<file path="src/rtl/spi_controller.sv">
// SPI mode-0 controller: serialises one 16-bit register frame {rw, addr[6:0], data[7:0]}
// MSB-first and returns the last byte seen on CIPO for read frames.
module spi_controller #(
  parameter int CLK_DIV = 4,
  parameter int CS_GAP  = 4
) (
  input  logic       clk,
  input  logic       rst_n,
  input  logic       req_valid,
  output logic       req_ready,
  input  logic       req_write,
  input  logic [6:0] req_addr,
  input  logic [7:0] req_wdata,
  output logic       rsp_valid,
  output logic [7:0] rd_data,
  output logic       busy,
  output logic       SCLK,
  output logic       nCS,
  output logic       COPI,
  input  logic       CIPO
);

  typedef enum logic [2:0] {
    IDLE  = 3'd0,
    SETUP = 3'd1,
    HIGH  = 3'd2,
    LOW   = 3'd3,
    GAP   = 3'd4
  } state_t;

  localparam logic [7:0] DIV_LAST = 8'(CLK_DIV - 1);
  localparam logic [7:0] GAP_LAST = 8'(CS_GAP - 1);

  state_t      state_r, state_s;
  logic [7:0]  cnt_r, cnt_s;
  logic [3:0]  bit_r, bit_s;
  logic        last_r, last_s;
  logic        write_r, write_s;
  logic [15:0] shift_r, shift_s;
  logic [7:0]  rx_r, rx_s;
  logic        cipo_r;
  logic        done_s;
  logic        in_frame_s;

  logic        req_ready_r;
  logic        rsp_valid_r;
  logic [7:0]  rd_data_r;
  logic        busy_r;
  logic        sclk_r;
  logic        ncs_r;
  logic        copi_r;

  assign req_ready = req_ready_r;
  assign rsp_valid = rsp_valid_r;
  assign rd_data   = rd_data_r;
  assign busy      = busy_r;
  assign SCLK      = sclk_r;
  assign nCS       = ncs_r;
  assign COPI      = copi_r;

  // Next-state, phase counter, bit index and shift register update
  always_comb begin
    state_s = state_r;
    cnt_s   = cnt_r;
    bit_s   = bit_r;
    last_s  = last_r;
    write_s = write_r;
    shift_s = shift_r;
    rx_s    = rx_r;
    done_s  = 1'b0;
    case (state_r)
      IDLE: begin
        cnt_s = 8'd0;
        if (req_valid) begin
          shift_s = {req_write, req_addr, req_write ? req_wdata : 8'h00};
          write_s = req_write;
          bit_s   = 4'd15;
          last_s  = 1'b0;
          state_s = SETUP;
        end else begin
          state_s = IDLE;
        end
      end
      SETUP: begin
        if (cnt_r == DIV_LAST) begin
          cnt_s   = 8'd0;
          state_s = HIGH;
        end else begin
          cnt_s = cnt_r + 8'd1;
        end
      end
      HIGH: begin
        // CIPO was launched on the previous falling edge, so it is stable here
        if (cnt_r == 8'd0) begin
          rx_s = {rx_r[6:0], cipo_r};
        end else begin
          rx_s = rx_r;
        end
        if (cnt_r == DIV_LAST) begin
          cnt_s   = 8'd0;
          state_s = LOW;
          shift_s = {shift_r[14:0], 1'b0};
          if (bit_r == 4'd0) begin
            last_s = 1'b1;
          end else begin
            bit_s = bit_r - 4'd1;
          end
        end else begin
          cnt_s = cnt_r + 8'd1;
        end
      end
      LOW: begin
        if (cnt_r == DIV_LAST) begin
          cnt_s = 8'd0;
          if (last_r) begin
            state_s = GAP;
            done_s  = 1'b1;
          end else begin
            state_s = HIGH;
          end
        end else begin
          cnt_s = cnt_r + 8'd1;
        end
      end
      GAP: begin
        if (cnt_r == GAP_LAST) begin
          cnt_s   = 8'd0;
          state_s = IDLE;
        end else begin
          cnt_s = cnt_r + 8'd1;
        end
      end
      default: begin
        state_s = IDLE;
        cnt_s   = 8'd0;
      end
    endcase
    in_frame_s = (state_s == SETUP) || (state_s == HIGH) || (state_s == LOW);
  end

  // State registers; outputs are registered from the next state so pins align with state
  always_ff @(posedge clk or negedge rst_n) begin
    if (!rst_n) begin
      state_r     <= IDLE;
      cnt_r       <= 8'd0;
      bit_r       <= 4'd15;
      last_r      <= 1'b0;
      write_r     <= 1'b0;
      shift_r     <= 16'h0000;
      rx_r        <= 8'h00;
      cipo_r      <= 1'b0;
      req_ready_r <= 1'b1;
      rsp_valid_r <= 1'b0;
      rd_data_r   <= 8'h00;
      busy_r      <= 1'b0;
      sclk_r      <= 1'b0;
      ncs_r       <= 1'b1;
      copi_r      <= 1'b0;
    end else begin
      state_r     <= state_s;
      cnt_r       <= cnt_s;
      bit_r       <= bit_s;
      last_r      <= last_s;
      write_r     <= write_s;
      shift_r     <= shift_s;
      rx_r        <= rx_s;
      cipo_r      <= CIPO;
      req_ready_r <= (state_s == IDLE);
      rsp_valid_r <= done_s;
      busy_r      <= (state_s != IDLE);
      sclk_r      <= (state_s == HIGH);
      ncs_r       <= ~in_frame_s;
      copi_r      <= in_frame_s & shift_s[15];
      if (done_s && !write_r) begin
        rd_data_r <= rx_r;
      end else begin
        rd_data_r <= rd_data_r;
      end
    end
  end

endmodule

</file>
<file path="config.mk">
export PLATFORM = sky130hd
export DESIGN_NAME = spi_controller
export DESIGN_NICKNAME = d
export VERILOG_FILES = /design/src/rtl/spi_controller.sv
export SDC_FILE = /design/constraint.sdc
export NUM_CORES = 1
export LEC_CHECK = 0
export ABC_AREA = 1
export ABC_CLOCK_PERIOD_IN_PS = 1850
export CORE_ASPECT_RATIO = 1.5
export CORE_UTILIZATION = 45
export CTS_CLUSTER_DIAMETER = 30
export CTS_CLUSTER_SIZE = 10
export DETAILED_ROUTE_END_ITERATION = 12
export PLACE_DENSITY = 0.67
export SLEW_MARGIN = 20
export SYNTH_ARGS = -nofsm -noshare
export SYNTH_HDL_FRONTEND = slang
export SYNTH_SLANG_ARGS = --single-unit
export TNS_END_PERCENT = 20
</file>
<file path="constraint.sdc">
create_clock -name clk -period 1.85 [get_ports clk]
set_clock_uncertainty 0.05 [all_clocks]
set_input_delay 0.2775 -clock clk [delete_from_list [all_inputs] [get_ports clk]]
set_output_delay 0.2775 -clock clk [all_outputs]
set_load 0.01 [all_outputs]
</file>
# Word-level counts from Yosys, hierarchy flattened
# Cells that the tools add are included.
# word_totals
ff_bits	56
latchBits	0
mem_bits_rw	0
romBits	0
input_bits	20
word_cells	72
n_memories	0
# op_classes
add_sub_neg	2
mul	0
n_div	0
order_cmp	0
n_eq_ne	12
shifts	0
n_mux	24
bitwise_logic	2
reduce_logical	16
# ops
op	n
$mux 16	2
$pmux 16 s2	1
$mux 8	3
$mux 3	5
$pmux 3 s5	1
$eq 3x2->1 const B	4
$mux 4	3
$add 8x1->8 const B	1
$eq 8x2->1 const B	1
$logic_not 8->1	1
$ne 2x2->1 const B	4
$pmux 4 s2	1
$reduce_and 4->1	2
$mux 1	7
$eq 3x1->1 const B	2
$logic_not 3->1	2
$logic_not 4->1	1
$reduce_and 2->1	2
$reduce_or 4->1	1
$sub 4x1->4 const B	1
$eq 3x3->1 const B	1
$reduce_and 3->1	1
$reduce_bool 3->1	1
$logic_or 1x1->1	2
other kinds (6)	6

# Logic depth before layout (Yosys ltp)
# Gate-level depths: netlist of the first run.
# logic_depth
word_depth	7
mapped_depth	9
mapped_depth_nobuf	8

# Worst setup path before layout of the first run
# OpenSTA, ideal clock, no wires.
# synth_path
path_kind	register to register
start	reg cnt_r[0]
end	reg sclk_r, in the netlist SCLK
setup_ns	0.119
t_arrival_ns	1.239
required_time_ns	1.681
slack_ns	0.442
path_stages_with_launch	10
path_buffers	1
path_cell_list	dfrtp_1 ha_1 nand2_2 nor2_4 buf_6 nand3_1 nand3_1 nand2_1 inv_1 nor2_1
# synth_between
elab_chain_len	4
# synth_lines
element	line_no	text
from (decl)	35	logic [7:0] cnt_r, cnt_s;
from (signal assigned)	161	cnt_r <= cnt_s;
$eq 8x2->1 (*)	n/a	
$mux 3, on equally long branches	n/a	
$pmux 3 s5 (*)	71	case (state_r)
named net state_s[0]	34	state_t state_r, state_s;
$eq 3x2->1 (*)	171	sclk_r <= (state_s == HIGH);
to (signal assigned)	171	
to (decl)	49	logic sclk_r;
# Mark *: on every way through the listed nets, which the timed path passes. The rest lies on a longest branch.
# A chain may end at the register's enable or synchronous reset.

# Final worst setup path of the first run
# layout_path
start	reg ncs_r, in the netlist nCS
end	out nCS
# layout_lines
element	line_no	text
from (decl)	50	logic ncs_r;
from (signal assigned)	172	ncs_r <= ~in_frame_s;
to (decl)	18	output logic nCS,
# No word-level cell between the ends.

==> flow_metrics.tcl, run 1 <==
set metrics [dict create \
    status "complete, no violations" \
    cts_buffers 5 \
    cts_setup_buffers 0 \
    crit_required_ps 1520 \
    routed_wl_um 4990 \
    ys_seq_area_frac 0.542 \
    grt_overflow 0 \
    dr.pass1.iters 4 \
    antenna_cells 0 \
    dieArea_um2 6090 \
    die_width_um 64.1 \
    maxSlewViolCount 0 \
    grt_pass1_vias 1925 \
    cts_buffer_depth 2 \
    core_um2 5530 \
    cts_sinks 56 \
    hpwl_um 3580 \
    worst_pin_slew_ps 304 \
    p_per_area_nw_per_um2 1170 \
    syn_avg_cell_area_um2 9.29 \
    fmax_ghz 0.595 \
    antenna_found_initial 0 \
    cp_num_buf_inv 1 \
    drive_gt1_frac 0.172 \
    slew_headroom 0.797 \
    area_growth_pct 20.1 \
    syn_inst 280 \
    hold_class "primary input to register" \
    drv_cap 0 \
    power_mw 3.66 \
    drcViolationCount 0 \
    drt-initial-drc-count 88 \
    via_per_inst 4.97 \
    hold_viol 0 \
    arrival_ps 1350 \
    ys_warn_count 0 \
    cts_root_buf "clkbuf_8" \
    yosys.cell_types.count 39 \
    cts_tree "done" \
    gp_congestion 0.830 \
    cp-startpoint "nCS" \
    fin_crit_sh 0.909 \
    synth-seq-cells 56 \
    irDropWorstVdd_mv 0.575 \
    clock_latency_ps 300 \
    syn_area_um2 2600 \
    die_h_um 95.1 \
    hold_buffers 1 \
    finalSetupViolCount 0 \
    grt_pass1_wl_um 8420 \
    ys_top_cells_by_area "dfrtp_1 (48%), nand3_1 (9.2%), nand2_1 (6.6%)" \
    cts-resized-gates 0 \
    clkTransAtPathRegs_ps 90 \
    yosys.area.top_type "dfrtp_1" \
    rsz0062_at_grt "false" \
    min_period_ps 1680 \
    crit_family "flip-flops" \
    pin_count 34 \
    h-tree-depth 2 \
    critPathSlowestCell "dfstp_2" \
    fillers 522 \
    rows 33 \
    synth_top_area_share 0.481 \
    start_util 0.470 \
    hold_path.startpoint "CIPO" \
    nNetsFinal 343 \
    critPathMaxFanout 1 \
    crit_chain "clkdlybuf4s50_1" \
    syn_nets 304 \
    max_stage_delay_ps 530 \
    path_class "register to output pin" \
    critPathLaunchType "register" \
    rr_startpoint "cnt_r[0]" \
    grt_max_degree 57 \
    via_count 1940 \
    drtAntennaViolNets 0 \
    grt_usage 0.182 \
    io_buffer_count 33 \
    power_leakage_nw 1.44 \
    tns_ps 0 \
    cp-end-kind "output pin" \
    wl_per_cell_um 12.8 \
]
==> cell type report <==
cell class,instances,area [um^2],share of cell area
Clock inverter,2,10.0,0.00321
Inverter,34,130,0.0417
Tap cell,70,87.6,0.0280
Timing Repair Buffer,42,408,0.131
Clock buffer,6,82.6,0.0264
Sequential cell,56,1410,0.451
Multi-Input combinational cell,180,996,0.319
==> state kept, by name, indices dropped and copies added (netlist names) <==
register,count
shift_r,16
cnt_r,8
rd_data,8
rx_r,8
bit_r,4
state_r,3
COPI,1
SCLK,1
busy,1
cipo_r,1
last_r,1
nCS,1
req_ready,1
rsp_valid,1
write_r,1
==> cells in the mapped netlist <==
master / number
nand3_4: 1
o21ai_2: 9
xor2_1: 2
nor2_2: 2
inv_2: 3
mux2_2: 1
nor3_2: 2
o211ai_1: 4
a31oi_1: 1
and2_1: 1
nand2_2: 4
buf_2: 5
dfstp_2: 6
or2_2: 1
inv_4: 1
ha_1: 4
inv_1: 30
and2_4: 1
or2_4: 1
nor4_1: 1
clkbuf_1: 1
nand4_1: 1
nor2_1: 19
nand3b_1: 1
nand3_1: 48
nor3_1: 3
buf_6: 3
xnor2_1: 2
nand4_2: 1
o21ai_1: 1
and3_1: 1
dfrtp_1: 50
a21oi_1: 3
nand2_1: 46
nor2_4: 2
buf_1: 1
nand2_4: 1
o21ai_0: 14
a21oi_2: 2
==> kinds of logic (layout without fill, tap and decap cells) <==
group                    after synthesis  in the layout  share of synthesized area
multiplexers                           1              1                    0.00433
AND/OR/NAND/NOR                      137            137                      0.260
XOR/XNOR                               4              4                     0.0135
buffers and inverters                 44             84                     0.0755
adder cells (fa/ha/maj)                4              4                     0.0192
AO/OA/AOI/OAI                         34             34                     0.0856
flip-flops                            56             56                      0.542
==> path summary, 6_finish.rpt <==
kind	to	slack, ps	depth (start not counted)
worst min register to register	cnt_r[0]	420	1
worst max-delay path	nCS	170	1
worst max register to register	busy	220	6
max in group asynchronous	req_ready	1010	3
worst min-delay path	cipo_r	360	1
min in group asynchronous	shift_r[0]	440	3
==> placed cells by master, fill, tap and decap left out, types with 4 or more instances in the layout <==
| cell type | n |
|---|---|
| buf_4 | 7 |
| clkbuf_8 | 6 |
| clkdlybuf4s50_1 | 32 |
| dfrtp_1 | 50 |
| dfstp_2 | 6 |
| ha_1 | 4 |
| inv_1 | 30 |
| nand2_1 | 46 |
| nand2_2 | 4 |
| nand3_1 | 48 |
| nor2_1 | 19 |
| o211ai_1 | 4 |
| o21ai_0 | 14 |
| o21ai_2 | 9 |
==> report_power, final <==
group / switching [mW] / leakage, nW / internal (mW) / total [mW]
Sequential: 0.195 / 0.727 / 1.59 / 1.79
Clock: 0.380 / 0.0510 / 0.300 / 0.679
Combinational: 0.696 / 0.666 / 0.492 / 1.19
==> metrics by stage <==
stage	instances	cell area [um^2]	utilization	hold slack, ps	setup WS, ps
finish	390	3120	0.564	363	169
global route	390	3120	0.564	347	91.8
CTS	390	3120	0.564	354	155
detailed placement	381	3020	0.546	257	239
global placement	381	3020	0.546	249	256
floorplan	280	2600	-	-68.1	442
==> layer usage <==
layer | track usage | vias to the layer above | wire length (um)
met2 | 0.317 | 26 | 2580
met3 | 0.0335 | 5 | 114
li1 | - | 987 | -
met5 | 0 | - | 0
met4 | 0.0890 | 0 | 80
met1 | 0.215 | 922 | 2220
(Power assumes the default switching activity.)
==> inputs of run 2 (changes only) <==
--- a/config.mk
+++ b/config.mk
@@ -10,7 +10,6 @@
 export CORE_ASPECT_RATIO = 1.5
 export CORE_UTILIZATION = 45
 export CTS_CLUSTER_DIAMETER = 30
-export CTS_CLUSTER_SIZE = 10
 export DETAILED_ROUTE_END_ITERATION = 12
 export PLACE_DENSITY = 0.67
 export SLEW_MARGIN = 20
==> results of run 2 <==
Same layout as run 1: the final DEF is identical, and so are final timing and power.
